## config.mk

```make
export PLATFORM = sky130hd
export DESIGN_NAME = serial_mult_ctrl
export DESIGN_NICKNAME = d
export VERILOG_FILES = /design/src/rtl/serial_mult_ctrl.sv
export SDC_FILE = /design/constraint.sdc
export NUM_CORES = 1
export LEC_CHECK = 0
export CAP_MARGIN = 10
export CORE_MARGIN = 5
export CORE_UTILIZATION = 50
export DETAILED_ROUTE_END_ITERATION = 12
export GPL_ROUTABILITY_DRIVEN = 0
export HOLD_SLACK_MARGIN = 0.02
export PLACE_DENSITY = 0.75
export SYNTH_ARGS = -nofsm -noshare
export SYNTH_HDL_FRONTEND = slang
export SYNTH_SLANG_ARGS = --single-unit
```

## constraint.sdc

```tcl
create_clock -name clk -period 2.6 [get_ports clk]
set_input_delay 0.78 -clock clk [delete_from_list [all_inputs] [get_ports clk]]
set_output_delay 0.78 -clock clk [all_outputs]
set_load 0.02 [all_outputs]
```

## src/rtl/serial_mult_ctrl.sv

```systemverilog
// Bit-serial shift-and-add unsigned multiplier built around a single 1-bit full adder.
// Each of the N iterations spends N cycles on a serial add, then one cycle on a shift.

module adder_1bit (
  input  logic a,
  input  logic b,
  input  logic cin,
  output logic sum,
  output logic cout
);
  assign sum  = a ^ b ^ cin;
  assign cout = (a & b) | (cin & (a ^ b));
endmodule

module serial_mult_ctrl #(
  parameter int N = 4
) (
  input  logic           clk,
  input  logic           rst_n,
  input  logic           start,
  input  logic [N-1:0]   a,
  input  logic [N-1:0]   b,
  output logic           busy,
  output logic           done,
  output logic [2*N-1:0] product
);
  localparam int CW = $clog2(N);
  localparam logic [CW-1:0] LAST = CW'(N - 1);

  typedef enum logic [1:0] {IDLE, ADD, SHIFT, DONE} state_t;

  state_t        state;
  logic [N-1:0]  m_reg;
  logic [N-1:0]  a_reg;
  logic [N-1:0]  q_reg;
  logic          c_reg;
  logic          cy;
  logic [CW-1:0] bcnt;
  logic [CW-1:0] icnt;
  logic          addend;
  logic          fa_sum;
  logic          fa_cout;

  // The addend is forced to zero when the multiplier bit is clear, so latency never depends on data.
  assign addend = q_reg[0] ? m_reg[bcnt] : 1'b0;

  adder_1bit u_fa (
    .a   (a_reg[0]),
    .b   (addend),
    .cin (cy),
    .sum (fa_sum),
    .cout(fa_cout)
  );

  // The accumulator rotates through the adder LSB-first; after N cycles its bits are back in place.
  always_ff @(posedge clk or negedge rst_n) begin
    if (!rst_n) begin
      state   <= IDLE;
      m_reg   <= '0;
      a_reg   <= '0;
      q_reg   <= '0;
      c_reg   <= 1'b0;
      cy      <= 1'b0;
      bcnt    <= '0;
      icnt    <= '0;
      busy    <= 1'b0;
      done    <= 1'b0;
      product <= '0;
    end else begin
      done <= 1'b0;
      case (state)
        IDLE: begin
          if (start) begin
            m_reg <= a;
            q_reg <= b;
            a_reg <= '0;
            c_reg <= 1'b0;
            cy    <= 1'b0;
            bcnt  <= '0;
            icnt  <= '0;
            busy  <= 1'b1;
            state <= ADD;
          end
        end
        ADD: begin
          a_reg <= {fa_sum, a_reg[N-1:1]};
          if (bcnt == LAST) begin
            c_reg <= fa_cout;
            cy    <= 1'b0;
            bcnt  <= '0;
            state <= SHIFT;
          end else begin
            cy   <= fa_cout;
            bcnt <= bcnt + 1'b1;
          end
        end
        SHIFT: begin
          {c_reg, a_reg, q_reg} <= {1'b0, c_reg, a_reg, q_reg[N-1:1]};
          icnt <= icnt + 1'b1;
          if (icnt == LAST) begin
            // Capture the post-shift value so product is already valid while done is high.
            product <= {c_reg, a_reg, q_reg[N-1:1]};
            busy    <= 1'b0;
            done    <= 1'b1;
            state   <= DONE;
          end else begin
            state <= ADD;
          end
        end
        DONE: begin
          state <= IDLE;
        end
        default: begin
          busy  <= 1'b0;
          state <= IDLE;
        end
      endcase
    end
  end

endmodule

```

# Yosys cells after proc, flatten, opt, wreduce, memory -nomap -nowiden
# Index checks and enable logic that the tools add are counted.
# op_classes
n_eq_ne,8
order_cmp,1
n_div,0
n_reduce_logical,12
addsub,2
n_shift,0
muxes,25
bitwise,5
n_mul,0
# ops
cell,count
$pmux W4 S3,1
$reduce_and A2 Y1,6
$mux W2,5
$mux W1,9
$eq A2 B2 Y1 const B,4
$mux W4,2
$pmux W2 S2,2
$pmux W2 S4,1
$pmux W4 S2,1
$ne A2 B2 Y1 const B,3
$reduce_and A3 Y1,2
$add A2 B1 Y2 const B,2
$pmux W1 S2,2
$reduce_bool A2 Y1,2
$lt A2 B3 Y1 const B,1
$pmux W1 S3,1
$reduce_bool A3 Y1,1
$and A1 B1 Y1,2
$bmux W1 S2,1
$eq A2 B1 Y1 const B,1
$logic_not A2 Y1,1
$xor A1 B1 Y1,2
$or A1 B1 Y1,1
# word_totals
mem_count,0
word_cells,64
latchBits,0
rom_bits,0
inputBits,11
out_inout_bits,10
ramBits,0
ff_bits,30

# Depth between registers and ports, before layout
# logic_depth
word_depth,8
mapped_depth,7
mapped_depth_nobuf,6

# By module
# Synthesis repeated with hierarchy kept, for this count alone.
# hier_totals
cells_unflattened,120
hier_area_um2,1470.2
# by_module_without_submodules
mod,cells_each,area_each_um2,seq_area_each_um2,n_inst
serial_mult_ctrl,119,1450.1,750.7,1
adder_1bit,1,20.0,0.0,1

# Worst setup path before layout
# No wires, ideal clock.
# synth_path
path_type,register -> register
from,register bcnt[0]
to,register a_reg[3]
setup_ps,66
path_buffers,0
slack_ps,675
stages_incl_launch_ff,7
arrival_ps,1860
required_ps,2534
synth_period_minus_slack_ps,1925
path_cell_list,dfrtp_1 > mux4_2 > nand2_1 > fa_1 > nand2b_1 > a211oi_1 > a22o_1
# synth_between
elab_chain_len,6
# synth_rtl
element,line_no,rtl
start: declaration,38,logic [CW-1:0] bcnt;
start signal: assignment,94,bcnt <= bcnt + 1'b1;
$bmux W1 S2,45,assign addend = q_reg[0] ? m_reg[bcnt] : 1'b0;
$mux W1 (implied by the code),45,
$mux W1,45,
$xor A1 B1 Y1 (2 in series),11,assign sum = a ^ b ^ cin;
$pmux W4 S3,71,case (state)
end signal: assignment,86,"a_reg <= {fa_sum, a_reg[N-1:1]};"
end signal: assignment,98,"{c_reg, a_reg, q_reg} <= {1'b0, c_reg, a_reg, q_reg[N-1:1]};"
end: declaration,34,logic [N-1:0] a_reg;
# Every way passes these cells. The select of a mux whose other input is x is not followed.
# A chain may end at the register's enable or synchronous reset.

# Worst setup path in the final report
# Same ends and word-level chain as after synthesis.

==> metrics <==
Mapped Cells=120; PD cells=960 mW/mm²; xor/xnor share of the synthesized area=0%; final std cells w/o fill=173; Yosys warning count=0; period utilization=80.1%; Cell Count Post-Placement=165; dpl hpwl=1870 µm; clk sinks=30; Critical Path RT=2870 ps; layout cell share with drive strength beyond 1=16.9%; Final Critical Period=2080 ps; worst skew pair latency=330 ps; commonest non-fill, non-tap cell in the layout=dfrtp_1; DRC Markers=0; FP Rows=19; Chip Width=63.9 µm; Post-Synth Adder-Cell Area=7.42%; Die Y=63.9 µm; drt wl/cell=14.8 µm; critical path class=flip-flop to flip-flop; most frequent cells in the layout=dfrtp_1 (30), clkdlybuf4s50_1 (20), mux2_2 (13); gr usage total=14.5%; hold_buf cts=0; post-route cell area=0.00170 mm²; Max-Cap Viols=0; largest net degree at the start of global routing=31; clock slew at reported path FFs=90 ps; Pins Over Slew Limit=0; setup_tns=0 ps; Final Util=61.8%; Unique masters post-synth=27; FILL cells=219; Crit Reg-Reg Startpoint=bcnt[0]; Port Buf Inserts=20; RSZ-0062 raised after global routing=no; Startpoint Class=flip-flop; first-pass GRT wire length=4570 µm; CP Launch Point=bcnt[0]; hold_sp=cy; Max-slew headroom=69.3%; Seq/Total Area, Yosys=51.8%; number of global-route vias before repair=1028; Pwr Total=1640 µW; Area Growth Syn to Fin=17.5%; number of setup buffers added after CTS=0; Final Hold Fails=0; mux share of post-synthesis cell area=12.3%; arrival time of the worst setup path=2350 ps; nets=160; CTS Buffer Depth=2; area of the core=0.00276 mm²; Largest register FFs=8; Initial Utilization=52.6%; leakage=0.000772 µW; combinational family with the most area after synthesis=compound AO/OA/AOI/OAI gates; Compound-Gate Fraction of Synth Area=12.9%; outcome=completed; I/O Pins=21; routed wire length=2560 µm; maximum vdd drop=0.000743 V; area post-placement=0.00164 mm²; Max Fclk=480 MHz; average size of a mapped cell=12.1 µm²; antenna violations before repair=0; final setup fails=0; CTS Buf Count=5; 1st-iter DRT viols=15; crit path capture type=flip-flop; CP max FO=4; Reg with most FFs=product; Root Buffer=clkbuf_4; synthesized-area fraction occupied by and/or/nand/nor cells=10.4%; worst clock skew=10.2 ps; final antenna-violating net count=0; ANT cells=0; Net Count, Synth=139; worst hold path type=flip-flop to flip-flop; Initial DRT Pass Iterations=4; mapped cell area=0.00145 mm²; post-cts resize count=0; die area=0.00408 mm²; Vias per Instance=5.62; via count=972; register bit count reported by yosys=30; worst slew pin tran=460 ps; htree depth=2; CTS tree=yes; grt total ovfl=0
==> layer usage <==
layer | track usage (%) | wire length [µm] | share of wire [%] | vias to the layer above
met4 | 6.23 | 53 | 2.1 | 0
met3 | 6.13 | 131 | 5.1 | 6
li1 | - | - | - | 470
met1 | 15.3 | 1050 | 41 | 477
met2 | 24.9 | 1320 | 52 | 19
met5 | 0 | 0 | 0 | -
==> critical path, stage by stage (launching register included) <==
cell      delay, ps
dfrtp_1         420
mux4_2          510
nand2_1         100
fa_1            400
nand2b_1        140
a211oi_1        280
a22o_1          170
==> stage by stage <==
step	hold slack, ps	setup WS, ps
after floorplan	450	675
after global placement	462	408
after detailed placement	475	345
after CTS	496	500
after global routing	524	409
final	487	518
==> Yosys cell counts <==
| cell type | instances | area (µm²) |
|---|---|---|
| a211oi_1 | 1 | 7.51 |
| a21oi_1 | 8 | 40.0 |
| a221o_1 | 4 | 40.0 |
| a22o_1 | 5 | 43.8 |
| a31oi_1 | 2 | 12.5 |
| a32o_1 | 1 | 10.0 |
| and2_4 | 1 | 8.76 |
| buf_2 | 3 | 15.0 |
| buf_6 | 3 | 33.8 |
| clkbuf_1 | 1 | 3.75 |
| dfrtp_1 | 30 | 751 |
| fa_1 | 1 | 20.0 |
| ha_1 | 7 | 87.6 |
| inv_1 | 6 | 22.5 |
| mux2_2 | 13 | 146 |
| mux2i_1 | 1 | 10.0 |
| mux4_2 | 1 | 22.5 |
| nand2_1 | 8 | 30.0 |
| nand2b_1 | 7 | 43.8 |
| nand2b_4 | 1 | 13.8 |
| nand3_1 | 5 | 25.0 |
| nand3b_1 | 1 | 7.51 |
| nor2_1 | 1 | 3.75 |
| nor2b_1 | 2 | 12.5 |
| nor3_1 | 1 | 5.00 |
| o21ai_0 | 5 | 25.0 |
| o2bb2ai_1 | 1 | 8.76 |
==> logic make-up after synthesis <==
kind of cell,Yosys count
compound gates,27
flops,30
mux,15
buf+inv,13
fa+ha+maj,8
simple gates,27
==> layout make-up <==
class	count	area [µm²]	share of cell area (%)
clock inverters	1	5.00	0.294
multi-input cells	77	624	36.6
well taps	31	38.8	2.28
inverters	6	22.5	1.32
flip-flops and latches	30	751	44.1
clock buffers	7	55.1	3.23
repair buffers	21	208	12.2
==> worst paths after layout <==
path	end	slack (ps)	cells past startpoint
hold reg to reg	cy	490	2
hold / removal	cy	490	2
setup reg to reg	a_reg[3]	520	6
setup / recovery	a_reg[3]	520	6
max in group asynchronous	m_reg[1]	1480	2
min in group asynchronous	a_reg[0]	840	2
==> where the power goes <==
| group | total [µW] | internal, µW | switching, µW |
|---|---|---|---|
| Clock | 279 | 131 | 148 |
| Combinational | 668 | 331 | 338 |
| Sequential | 689 | 590 | 98.5 |
| Total | 1640 | 1050 | 584 |
No activity file was read; power rests on OpenSTA's default activity.
